**src/rtl/dino_motion_pkg.sv**
```systemverilog
// -----------------------------------------------------------------------------
// dino_motion_pkg
// Shared definitions for the dino game datapath: the player FSM state codes,
// the screen/sprite geometry used by display, obstacle and collision blocks,
// and a small helper that classifies airborne states.
// No ports (package).
// -----------------------------------------------------------------------------
package dino_motion_pkg;

    // Player FSM state codes; the numeric values are visible on the state port.
    typedef enum logic [1:0] {
        ST_RUN  = 2'd0,
        ST_RISE = 2'd1,
        ST_FALL = 2'd2,
        ST_DUCK = 2'd3
    } dino_state_t;

    // Screen and sprite geometry shared with the display controller.
    localparam int unsigned GROUND_LINE = 335;
    localparam int unsigned SPRITE_H    = 60;
    localparam int unsigned SPRITE_W    = 60;
    localparam int unsigned SCREEN_W    = 640;
    localparam int unsigned SCREEN_H    = 480;

    // Sprite top-left y when the dino stands on the ground line.
    localparam int unsigned DEF_GROUND_Y = GROUND_LINE - SPRITE_H;

    // True while the dino is off the ground (rising or falling).
    function automatic logic stateIsAirborne(input dino_state_t s);
        return (s == ST_RISE) || (s == ST_FALL);
    endfunction

endpackage

```
**src/rtl/dino_motion_frame_tick_edge.sv**
```systemverilog
// -----------------------------------------------------------------------------
// frame_tick_edge
// Registered rising-edge detector. The display timing holds screenEnd high for
// several clocks; this turns it into a single-clock update strobe per frame.
// Ports:
//   i_clk       system clock
//   i_reset     synchronous active-high reset
//   i_frameTick frame tick level from the display timing
//   o_upd       one-clock strobe, one cycle after the tick rises
// -----------------------------------------------------------------------------
module frame_tick_edge (
    input  logic i_clk,
    input  logic i_reset,
    input  logic i_frameTick,
    output logic o_upd
);

    logic r_tickPrev;
    logic r_upd;

    // Remember the previous tick level and register the 0->1 transition so the
    // strobe is glitch-free and lasts exactly one clock however long the tick
    // stays high.
    always_ff @(posedge i_clk) begin
        if (i_reset) begin
            r_tickPrev <= 1'b0;
            r_upd      <= 1'b0;
        end else begin
            r_tickPrev <= i_frameTick;
            r_upd      <= i_frameTick & ~r_tickPrev;
        end
    end

    assign o_upd = r_upd;

endmodule

```
**src/rtl/dino_motion.sv**
```systemverilog
// -----------------------------------------------------------------------------
// dino_motion
// Per-frame player physics for the dino game. Once per video frame it samples
// the up/down buttons and advances a run/rise/fall/duck state machine with
// integer gravity, producing sprite coordinates for the VGA display controller
// that stay stable for the whole frame.
// Ports:
//   clk        100 MHz system clock
//   reset      synchronous active-high reset
//   frame_tick screenEnd from display timing (may be high for several clocks)
//   up         jump button level
//   down       duck / fast-fall button level
//   dino_x     sprite x (fixed)
//   dino_y     sprite y, 10-bit value zero-extended
//   airborne   high in RISE or FALL
//   ducking    high in DUCK
//   state      current FSM state code
// -----------------------------------------------------------------------------
module dino_motion
    import dino_motion_pkg::*;
#(
    parameter int unsigned DINO_X   = 50,
    parameter int unsigned GROUND_Y = DEF_GROUND_Y,
    parameter int unsigned MIN_Y    = 0,
    parameter int unsigned JUMP_VEL = 12,
    parameter int unsigned GRAVITY  = 1,
    parameter int unsigned MAX_FALL = 12
) (
    input  logic        clk,
    input  logic        reset,
    input  logic        frame_tick,
    input  logic        up,
    input  logic        down,
    output logic [31:0] dino_x,
    output logic [31:0] dino_y,
    output logic        airborne,
    output logic        ducking,
    output logic [1:0]  state
);

    localparam logic [9:0] L_GROUND_Y = 10'(GROUND_Y);
    localparam logic [9:0] L_MIN_Y    = 10'(MIN_Y);
    localparam logic [7:0] L_JUMP_VEL = 8'(JUMP_VEL);
    localparam logic [7:0] L_GRAVITY  = 8'(GRAVITY);
    localparam logic [7:0] L_MAX_FALL = 8'(MAX_FALL);

    dino_state_t r_state;
    logic [9:0]  r_y;
    logic [7:0]  r_vy;
    logic        r_armed;

    dino_state_t w_nextState;
    logic [9:0]  w_nextY;
    logic [7:0]  w_nextVy;
    logic        w_nextArmed;

    logic               w_upd;
    logic signed [32:0] w_ceilDiff;
    logic signed [32:0] w_ceilMin;
    logic [10:0]        w_fallSum;
    logic [8:0]         w_fallVy;

    frame_tick_edge u_tickEdge (
        .i_clk       (clk),
        .i_reset     (reset),
        .i_frameTick (frame_tick),
        .o_upd       (w_upd)
    );

    // Ceiling test is done signed so a large upward speed near the top cannot
    // wrap y around to a huge value.
    assign w_ceilDiff = $signed({23'd0, r_y}) - $signed({25'd0, r_vy});
    assign w_ceilMin  = $signed({23'd0, L_MIN_Y});

    // Candidate landing position and next falling speed, widened by one bit so
    // neither can overflow before the clamp/limit is applied.
    assign w_fallSum = {1'b0, r_y} + {3'd0, r_vy};
    assign w_fallVy  = {1'b0, r_vy} + {1'b0, L_GRAVITY}
                     + (down ? {1'b0, L_GRAVITY} : 9'd0);

    // State register: all player state moves together, and reset wins over any
    // update that happens to coincide with it.
    always_ff @(posedge clk) begin
        if (reset) begin
            r_state <= ST_RUN;
            r_y     <= L_GROUND_Y;
            r_vy    <= 8'd0;
            r_armed <= 1'b1;
        end else begin
            r_state <= w_nextState;
            r_y     <= w_nextY;
            r_vy    <= w_nextVy;
            r_armed <= w_nextArmed;
        end
    end

    // Next-state and physics. Everything holds between frames; on the update
    // strobe the buttons are sampled and one physics step is taken. jump_armed
    // re-arms whenever up is seen released, so a held button gives one jump.
    always_comb begin
        w_nextState = r_state;
        w_nextY     = r_y;
        w_nextVy    = r_vy;
        w_nextArmed = r_armed;

        if (w_upd && !up) begin
            w_nextArmed = 1'b1;
        end

        case (r_state)
            ST_RUN: begin
                if (w_upd) begin
                    if (down) begin
                        w_nextState = ST_DUCK;
                    end else if (up && r_armed) begin
                        w_nextState = ST_RISE;
                        w_nextVy    = L_JUMP_VEL;
                        w_nextArmed = 1'b0;
                    end
                end
            end

            ST_DUCK: begin
                if (w_upd) begin
                    w_nextY = L_GROUND_Y;
                    if (!down) begin
                        w_nextState = ST_RUN;
                    end
                end
            end

            ST_RISE: begin
                if (w_upd) begin
                    if (down) begin
                        w_nextState = ST_FALL;
                        w_nextVy    = 8'd0;
                    end else if (w_ceilDiff < w_ceilMin) begin
                        w_nextY     = L_MIN_Y;
                        w_nextState = ST_FALL;
                        w_nextVy    = 8'd0;
                    end else begin
                        w_nextY = r_y - {2'd0, r_vy};
                        if (r_vy <= L_GRAVITY) begin
                            w_nextState = ST_FALL;
                            w_nextVy    = 8'd0;
                        end else begin
                            w_nextVy = r_vy - L_GRAVITY;
                        end
                    end
                end
            end

            ST_FALL: begin
                if (w_upd) begin
                    if (w_fallSum >= {1'b0, L_GROUND_Y}) begin
                        w_nextY     = L_GROUND_Y;
                        w_nextVy    = 8'd0;
                        w_nextState = down ? ST_DUCK : ST_RUN;
                    end else begin
                        w_nextY  = w_fallSum[9:0];
                        w_nextVy = (w_fallVy > {1'b0, L_MAX_FALL})
                                 ? L_MAX_FALL : w_fallVy[7:0];
                    end
                end
            end

            default: begin
                w_nextState = ST_RUN;
                w_nextY     = L_GROUND_Y;
                w_nextVy    = 8'd0;
            end
        endcase
    end

    // Outputs are pure decodes of registered state, so they only move on the
    // clock after an update and are stable for the rest of the frame.
    always_comb begin
        dino_x   = 32'(DINO_X);
        dino_y   = {22'd0, r_y};
        airborne = stateIsAirborne(r_state);
        ducking  = (r_state == ST_DUCK);
        state    = r_state;
    end

endmodule
```
**config.mk**
```make
export PLATFORM = sky130hd
export DESIGN_NAME = dino_motion
export DESIGN_NICKNAME = d
export VERILOG_FILES = /design/src/rtl/dino_motion_pkg.sv /design/src/rtl/dino_motion_frame_tick_edge.sv /design/src/rtl/dino_motion.sv
export SDC_FILE = /design/constraint.sdc
export NUM_CORES = 1
export LEC_CHECK = 0
export BUFFER_PORTS_ARGS = -buffer_cell sky130_fd_sc_hd__buf_2
export CORE_ASPECT_RATIO = 1.75
export CORE_MARGIN = 2
export CORE_UTILIZATION = 59
export CTS_CLUSTER_SIZE = 28
export DETAILED_ROUTE_END_ITERATION = 12
export PLACE_DENSITY = 0.85
export RECOVER_POWER = 50
export SETUP_SLACK_MARGIN = 0.05
export SLEW_MARGIN = 20
export SYNTH_ARGS = -nofsm -noshare
export SYNTH_HDL_FRONTEND = slang
export SYNTH_SLANG_ARGS = --single-unit
export TNS_END_PERCENT = 30
```
**constraint.sdc**
```tcl
create_clock -name clk -period 9.1 [get_ports clk]
set_input_delay 1.82 -clock clk [delete_from_list [all_inputs] [get_ports clk]]
set_output_delay 1.82 -clock clk [all_outputs]
set_load 0.1 [all_outputs]
```
# Word level (Yosys, flattened, before mapping)
# Index checks and enable logic that the tools add are counted.
[classes]
mux = 37
n_eq_ne = 14
shift = 0
n_bitwise = 2
addsub = 6
order_cmp = 4
n_reduce_logical = 10
n_div = 0
n_mul = 0
[ops]
columns = ["cell", "n"]
rows = [
  ["8-bit 2-to-1 mux", 10],
  ["10-bit 2-to-1 mux", 6],
  ["10-bit case mux with 3 select lines", 1],
  ["2-bit 2-to-1 mux", 12],
  ["8-bit case mux with 3 select lines", 1],
  ["10-bit by 8-bit adder with 11-bit output", 1],
  ["11-bit by 9-bit greater-or-equal comparator with 1-bit output, second input constant", 1],
  ["11-bit by 1-bit < comparator with 1-bit output, second input constant", 1],
  ["10-bit by 8-bit subtractor with 11-bit output", 1],
  ["2-bit inequality test, second input constant", 5],
  ["10-bit by 8-bit subtractor with 10-bit output", 1],
  ["8-bit by 1-bit adder with 9-bit output, second input constant", 1],
  ["9-bit by 1-bit adder with 9-bit output", 1],
  ["9-bit by 4-bit > comparator with 1-bit output, second input constant", 1],
  ["8-bit by 1-bit <= comparator with 1-bit output, second input constant", 1],
  ["2-bit by 1-bit inequality test with 1-bit output, second input constant", 4],
  ["2-bit case mux with 4 select lines", 1],
  ["8-bit AND reduction", 1],
  ["8-bit by 1-bit subtractor with 8-bit output, second input constant", 1],
  ["1-bit 2-to-1 mux", 6],
  ["6-bit AND reduction", 1],
  ["3-bit nonzero test", 2],
  ["5-bit AND reduction", 1],
  ["2-bit == test, second input constant", 2],
  ["other kinds (9)", 10],
]
[word_totals]
latch_bits = 0
romBits = 0
output_inout_bits = 68
reg_bits = 23
ramBits = 0
mem_count = 0
wordCells = 79
inputBits = 5

# Depth between registers and ports, before layout
# Gate-level depths: netlist of run 1.
[depth]
ltp_word = 7
depth_mapped = 12
mapped_depth_nobuf = 11

# Hierarchy
# Synthesis of run 1 repeated with hierarchy kept, for this count alone.
[unflattened]
hier_cells = 395
area_unflattened_um2 = 2979.1
[modules_own_cells]
columns = ["module", "area_per_inst_um2", "seq_area_each_um2", "instances", "cells_per_inst"]
rows = [
  ["dino_motion", 2920.3, 420.4, 1, 391],
  ["frame_tick_edge", 58.8, 40.0, 1, 4],
]

# Worst setup path before layout of run 1
# No wires, ideal clock.
[synth_path]
path_type = "reg2out"
start = "register r_state[1], in the netlist state[1]"
end = "output port airborne"
required_ps = 7280
n_path_buf = 0
arrival_time_ps = 2150
setup_slack_ps = 5130
path_stages_with_launch = 3
cell_sequence = "dfxtp_1 inv_1 ha_1"
[synth_between]
elab_chain_len = 2
word_cells_on_any_way = 3
classes_between = "eq/ne: 2; reduce/logical: 1"
[synth_rtl]
columns = ["item", "line_no", "rtl"]
rows = [
  ["start, declared", "dino_motion.sv:47", "dino_state_t r_state;"],
  ["start signal, assigned", "dino_motion.sv:90", "r_state <= w_nextState;"],
  ["2-bit by 1-bit == test with 1-bit output / 2-bit == test (equally long branches)", "dino_motion_pkg.sv:30", "return (s == ST_RISE) || (s == ST_FALL);"],
  ["1-bit logical OR (*)", "dino_motion_pkg.sv:30", ""],
  ["end, declared", "dino_motion.sv:36", "output logic airborne,"],
]
# Every way passes the cells marked *; elsewhere a longest branch is shown, timed or not.

# Final worst setup path of run 1
[layout_path]
start = "register r_vy[2]"
end = "register r_vy[0]"
[layout_between]
elab_chain_len = 7
word_cells_on_any_way = 16
classes_between = "add/sub: 4; order compare: 4; mux: 8"
[layout_rtl]
columns = ["item", "line_no", "rtl"]
rows = [
  ["start, declared", "dino_motion.sv:49", "logic [7:0] r_vy;"],
  ["start signal, assigned", "dino_motion.sv:92", "r_vy <= w_nextVy;"],
  ["8-bit by 1-bit adder with 9-bit output", "dino_motion.sv:78", "assign w_fallVy = {1'b0, r_vy} + {1'b0, L_GRAVITY}"],
  ["9-bit by 1-bit adder with 9-bit output", "dino_motion.sv:79", "+ (down ? {1'b0, L_GRAVITY} : 9'd0);"],
  ["9-bit by 4-bit > comparator with 1-bit output", "dino_motion.sv:161", "w_nextVy = (w_fallVy > {1'b0, L_MAX_FALL})"],
  ["8-bit 2-to-1 mux", "dino_motion.sv:162", "? L_MAX_FALL : w_fallVy[7:0];"],
  ["8-bit 2-to-1 mux", "dino_motion.sv:155", "if (w_fallSum >= {1'b0, L_GROUND_Y}) begin"],
  ["8-bit 2-to-1 mux", "dino_motion.sv:154", "if (w_upd) begin"],
  ["8-bit case mux with 3 select lines (*)", "dino_motion.sv:110", "case (r_state)"],
]
# Every way passes the cells marked *; elsewhere a longest branch is shown, timed or not. The select of a mux whose other input is x is not followed.
# A chain may end at the register's enable or synchronous reset.

==> flow_summary_export.csv, run 1 <==
group,metric,value,unit
clock_network,postCtsHoldBufs,0,
clock_network,cts-htree-levels,1,
synth,ys.flop_type,"dfxtp_1",
global_routing,grt-ovfl-total,0,
power,max-vdd-ir-drop,0.000280,V
setup_path,arrival,3.98,ns
min_path,worstHoldStart,"u_tickEdge.r_tickPrev",
setup_path,cpPeakStageDelay,0.97,ns
clock_network,cts-resized-gates,0,
setup_path,critPathLaunchType,"register",
setup_path,r2r_slack,5.31,ns
setup_path,crit_slowest_cell,"o31ai_2",
die,die-area,5540,um^2
setup_path,path_max_fanout,14,
clock_network,clk_pin_slew,0.09,ns
sta,finalSetupTns,0,ns
cells_and_area,nets,429,
placement,dp_hpwl,5780,um
synth,synth_seq_area_share,15.8,%
setup_path,required,9.29,ns
routing,vias,2824,
synth,synthTopCellsByArea,"dfxtp_1 16%, buf_4 14%, ha_1 10%",
cells_and_area,area_delta_synth_final,-3.13,%
setup_path,crit_chain,"inv_1 -> ha_1 -> nor3_1 -> nor3_1 -> xnor2_1 -> a21oi_1 -> o31ai_2 -> o2111ai_1 -> o22ai_1",
setup_path,critPathKind,"reg -> reg",
power,power_density,263,nW/um^2
placement,globalplace.congestion,0.977,
clock_network,cts_tree,"done",
routing,drt_iter0_drc,152,
cells_and_area,stdcell_area,2830,um^2
global_routing,grt_pass1_wl,11900,um
clock_network,cts-buffers-inserted,3,
synth,yosys.area.top_type,"dfxtp_1",
global_routing,track_usage,26.4,%
sta,relSlewSlack,21.7,%
die,die_y,97.0,um
global_routing,use_met3,2.14,%
flow_run,drv_cap,0,
setup_path,crit_path_end_kind,"register",
power,p_leak,0.00126,uW
min_path,min_path_type,"reg -> reg",
synth,ys_seq_elements,23,
die,dieWidth,57.2,um
die,start_util,62.0,%
setup_path,r2r_start,"r_vy[2]",
routing,totalWireLength,7470,um
die,core.rowCount,33,
synth,synth_area,2920,um^2
sta,fin_crit,3.79,ns
placement,dpl_cell_area,2790,um^2
min_path,whs_path_depth,1,
global_routing,grtUsageMet1,27.8,%
setup_path,rr_worst_depth,9,
clock_network,cts_root_buf,"clkbuf_8",
routing,avgViaCountPerCell,6.29,
sta,rsz0062_at_grt,"false",
run_status,status,"complete, no violations",
placement,dp_cells,445,
sta,finalMaxSlewViolations,0,
cells_and_area,finalNonFillerCells,449,
synth,yosysWarnings,0,
clock_network,clock-sinks,23,
die,io_pins,73,
cells_and_area,drive_gt1_share,6.80,%
sta,tightest_slew,1.18,ns
sta,finalCritPeriodShare,41.6,%
sta,hold_viol_final,0,
placement,portBuffers,18,
global_routing,busiest_layer,"met2",
synth,synth.top_cell.area_share,15.8,%
sta,fmax,264,MHz
setup_path,path_common_cell,"nor3_1",
die,core,4710,um^2
sta,clock_skew,0.00308,ns
cells_and_area,final_core_util,60.0,%
clock_network,cts_max_path_buffers,2,
routing,drc,0,
synth,synthArstFlopShare,0,%
routing,firstDrtPassIters,9,
global_routing,grtUsageMet2,49.8,%
clock_network,clk_latency,0.27,ns
sta,setup_viol,0,
global_routing,grt_pass1_vias,2615,
setup_path,startpoint,"r_vy[2]",
synth,syn_avg_cell_area,7.48,um^2
global_routing,grt_max_degree,17,
synth,synth_cell_types,67,
routing,antenna_left,0,
cells_and_area,n_antenna_cell,0,
routing,wire_per_inst,16.6,um
synth,synth_edf_count,0,
synth,syn_inst,390,
clock_network,postCtsSetupRepairBufs,0,
global_routing,antenna_found_initial,0,
[per-stage QoR]
step,hold slack (ns),setup WS (ns),power (uW)
finish,0.395,5.31,742
detailed placement,0.385,5.17,662
global placement,0.376,5.24,654
CTS,0.402,5.45,729
floorplan,0.367,5.13,602
global route,0.419,5.19,778
[cell usage after synthesis, drive strengths merged (3+ instances only)]
master and instances:
nor3 13, and2 3, or2 5, a21oi 30
a32oi 3, nand4 3, nand2b 7, a21o 3
mux2i 3, and3 5, nor2 28, o211ai 5
o31ai 3, nor2b 9, inv 35, a31oi 8
xnor2 8, dfxtp 23, a221oi 3, nor4 4
clkbuf 7, o22ai 3, nand3 6, nand2 14
buf 60, a211oi 10, o21ai 25, ha 24
a221o 3, a2111oi 3
[area by class of cell]
cell class	instances	area (um^2)
well taps	52	65.1
repair buffers	18	72.6
clock inverters	1	5.00
inverters	35	131
multi-input cells	317	2050
flip-flops and latches	23	460
clock buffers	3	41.3
fillers	481	1880
[layout by cell type (no fill, tap or decap), types with 3 or more instances in the layout]
master / n
conb_1: 54
inv_1: 34
a21oi_1: 29
nor2_1: 28
o21ai_0: 24
ha_1: 24
dfxtp_1: 23
nand2_1: 14
clkbuf_1: 14
nor3_1: 13
a211oi_1: 10
nor2b_1: 9
xnor2_1: 8
a31oi_1: 8
nand2b_1: 7
o211ai_1: 5
nand3_1: 5
or2_2: 5
and3_1: 4
nor4_1: 4
buf_2: 4
o22ai_1: 3
a221o_1: 3
a21o_1: 3
mux2i_1: 3
a32oi_1: 3
nand4_1: 3
clkbuf_8: 3
[metal layers]
metal  up-vias  wire length [um]
met2       163              4030
li1       1308                 -
met4         0               239
met5         -                 0
met3        26               521
met1      1327              2680
[state kept, by name, indices dropped and copies added, names as in the netlist]
signal                 cells
state                      2
r_vy                       8
r_y                       10
u_tickEdge.r_tickPrev      1
u_tickEdge.o_upd           1
r_armed                    1
[path summary, 6_finish.rpt]
path | endpoint
min reg2reg | u_tickEdge.o_upd
min | u_tickEdge.o_upd
max | r_vy[0]
max reg2reg | r_vy[0]
[logic make-up after synthesis]
logic type	after synthesis	share of synthesized area, %
buffers and inverters	102	20.9
XOR/XNOR	9	2.70
adder cells (fa/ha/maj)	26	11.7
other	2	0.257
AO/OA/AOI/OAI	118	28.0
multiplexers	4	1.42
flip-flops	23	15.8
AND/OR/NAND/NOR	106	19.3
[critical path: cells and delay by family, from the launching register on]
family	cells	cell delay (ns)
flops	1	0.53
compound gates	4	1.62
xor+xnor	1	0.20
fa+ha+maj	1	0.47
buf+inv	1	0.14
simple gates	2	0.75
[power by group]
| part | internal, uW | leakage [uW] | switching [uW] |
|---|---|---|---|
| Sequential | 114 | 0.000187 | 22.0 |
| Combinational | 122 | 0.00104 | 417 |
| Clock | 30.7 | 0.0000255 | 36.3 |
| Total | 267 | 0.00126 | 475 |
Note: power is estimated with default switching activity, not from simulation.
==> run 2, diff against run 1 <==
- CORE_UTILIZATION: 59 -> 49
- PLACE_DENSITY: 0.85 -> 0.75
- clock period: 9.1 -> 3.4 ns (I/O delays scaled with it)
==> flow_summary_export.csv, run 2 (synthesis results as in run 1) <==
group,metric,value,unit
min_path,min_path_type,"reg -> reg",
routing,route.met2.wl,4090,um
placement,globalplace.congestion,0.995,
setup_path,worst_r2r_endpoint,"r_y[5]",
sta,setup_viol,0,
flow_run,drv_cap,0,
cells_and_area,nets,438,
cells_and_area,n_antenna_cell,0,
placement,portBuffers,18,
die,die-area,6610,um^2
min_path,worstHoldStart,"u_tickEdge.r_tickPrev",
routing,highest_layer,"met4",
setup_path,critPathLaunchType,"register",
routing,vias,2841,
global_routing,antenna_found_initial,0,
die,core.rowCount,37,
sta,finalCritPeriodShare,95.4,%
sta,whs,0.389,ns
cells_and_area,drive_gt1_share,8.62,%
cells_and_area,final_common_cell,"conb_1",
cells_and_area,final_cell_mix,"54 x conb_1, 34 x inv_1, 30 x a21oi_1",
clock_network,cts-htree-levels,1,
clock_network,cts-buffers-inserted,3,
setup_path,r2r_slack,0.16,ns
setup_path,path_max_fanout,8,
setup_path,arrival,3.41,ns
setup_path,rr_worst_depth,10,
routing,avgViaCountPerCell,5.87,
routing,wire_per_inst,16.2,um
setup_path,r2r_start,"r_vy[1]",
sta,tightest_slew,1.16,ns
die,dieWidth,62.3,um
sta,fmax,308,MHz
global_routing,grt_pass1_vias,2603,
cells_and_area,multi_input_area,2050,um^2
routing,drt_iter0_drc,105,
clock_network,cts_root_buf,"clkbuf_8",
power,p_leak,0.00129,uW
sta,hold_viol_final,0,
setup_path,required,3.56,ns
routing,totalWireLength,7860,um
global_routing,grt_pass1_wl,12100,um
power,power_density,705,nW/um^2
clock_network,clk_latency,0.28,ns
setup_path,critPathKind,"reg -> reg",
run_status,status,"complete, no violations",
global_routing,grt_max_degree,17,
clock_network,clock-sinks,23,
power,max-vdd-ir-drop,0.000679,V
sta,fin_crit,3.24,ns
global_routing,track_usage,23.1,%
clock_network,cts_max_path_buffers,2,
cells_and_area,largest_register_ffs,10,
cells_and_area,area_delta_synth_final,0.214,%
sta,clock_skew,0.0107,ns
routing,wl_met3,540,um
global_routing,grt-ovfl-total,0,
routing,antenna_left,0,
clock_network,postCtsHoldBufs,0,
min_path,hold_end,"u_tickEdge.o_upd",
die,start_util,50.0,%
cells_and_area,ff_latch_area,463,um^2
die,core,5830,um^2
clock_network,cts-resized-gates,0,
clock_network,postCtsSetupRepairBufs,0,
min_path,whs_path_depth,1,
placement,dp_hpwl,6110,um
sta,relSlewSlack,22.9,%
clock_network,clk_pin_slew,0.10,ns
sta,finalMaxSlewViolations,0,
clock_network,cts_tree,"done",
routing,firstDrtPassIters,4,
cells_and_area,final_core_util,50.1,%
routing,drc,0,
routing,met1Wirelength,2720,um
cells_and_area,top_register,"r_y",
cells_and_area,fillers,626,
die,io_pins,73,
setup_path,crit_path_end_kind,"register",
die,die_y,106,um
[run 2: layer usage]
layer  GRT usage, %  vias to the layer above
li1               -                     1323
met1           22.1                     1314
met2           43.5                      166
met3           2.22                       38
met4           19.4                        0
met5              0                        -
[run 2: area by class of cell]
cell class | count | area share (%)
Multi-Input combinational cell | 317 | 70.0
Sequential cell | 23 | 15.8
Timing Repair Buffer | 27 | 4.75
Inverter | 35 | 4.49
Tap cell | 78 | 3.34
Clock buffer | 4 | 1.54
[run 2: worst max-delay path by stage]
stage / startpoint / end / cells after the start
after floorplan: r_y[7] / state[1] / 10
after global placement: r_vy[1] / r_y[5] / 10
after detailed placement: r_vy[1] / r_y[5] / 10
after CTS: r_vy[1] / r_y[5] / 10
after global routing: r_vy[1] / r_y[5] / 10
final: r_vy[1] / r_y[5] / 10
[run 2: power by group]
part | total [uW] | switching [uW] | internal [uW] | leakage (uW)
Sequential | 357 | 50.0 | 307 | 0.000186
Combinational | 1520 | 1150 | 369 | 0.00108
Clock | 187 | 103 | 84.3 | 0.0000228
Total | 2060 | 1300 | 760 | 0.00129
[run 2: through the flow]
stage | power (uW) | std cells | area (um^2) | setup TNS (ns) | setup WS [ns]
floorplan | 1620 | 442 | 3120 | 0 | 0.00444
CTS | 2040 | 484 | 2940 | 0 | 0.0937
global route | 2160 | 484 | 2920 | -0.0276 | -0.0276
finish | 2060 | 484 | 2920 | 0 | 0.155
global placement | 1830 | 480 | 2890 | 0 | 0.287
detailed placement | 1850 | 480 | 2890 | 0 | 0.101
[run 2: critical path: stages, from the launching register on]
cell,delay (ns)
dfxtp_1,0.44
inv_1,0.18
fa_1,0.51
nor3_2,0.20
o31a_1,0.22
mux2_2,0.35
a2111oi_2,0.43
o31ai_2,0.11
buf_4,0.19
a2111oi_1,0.41
a211oi_1,0.09
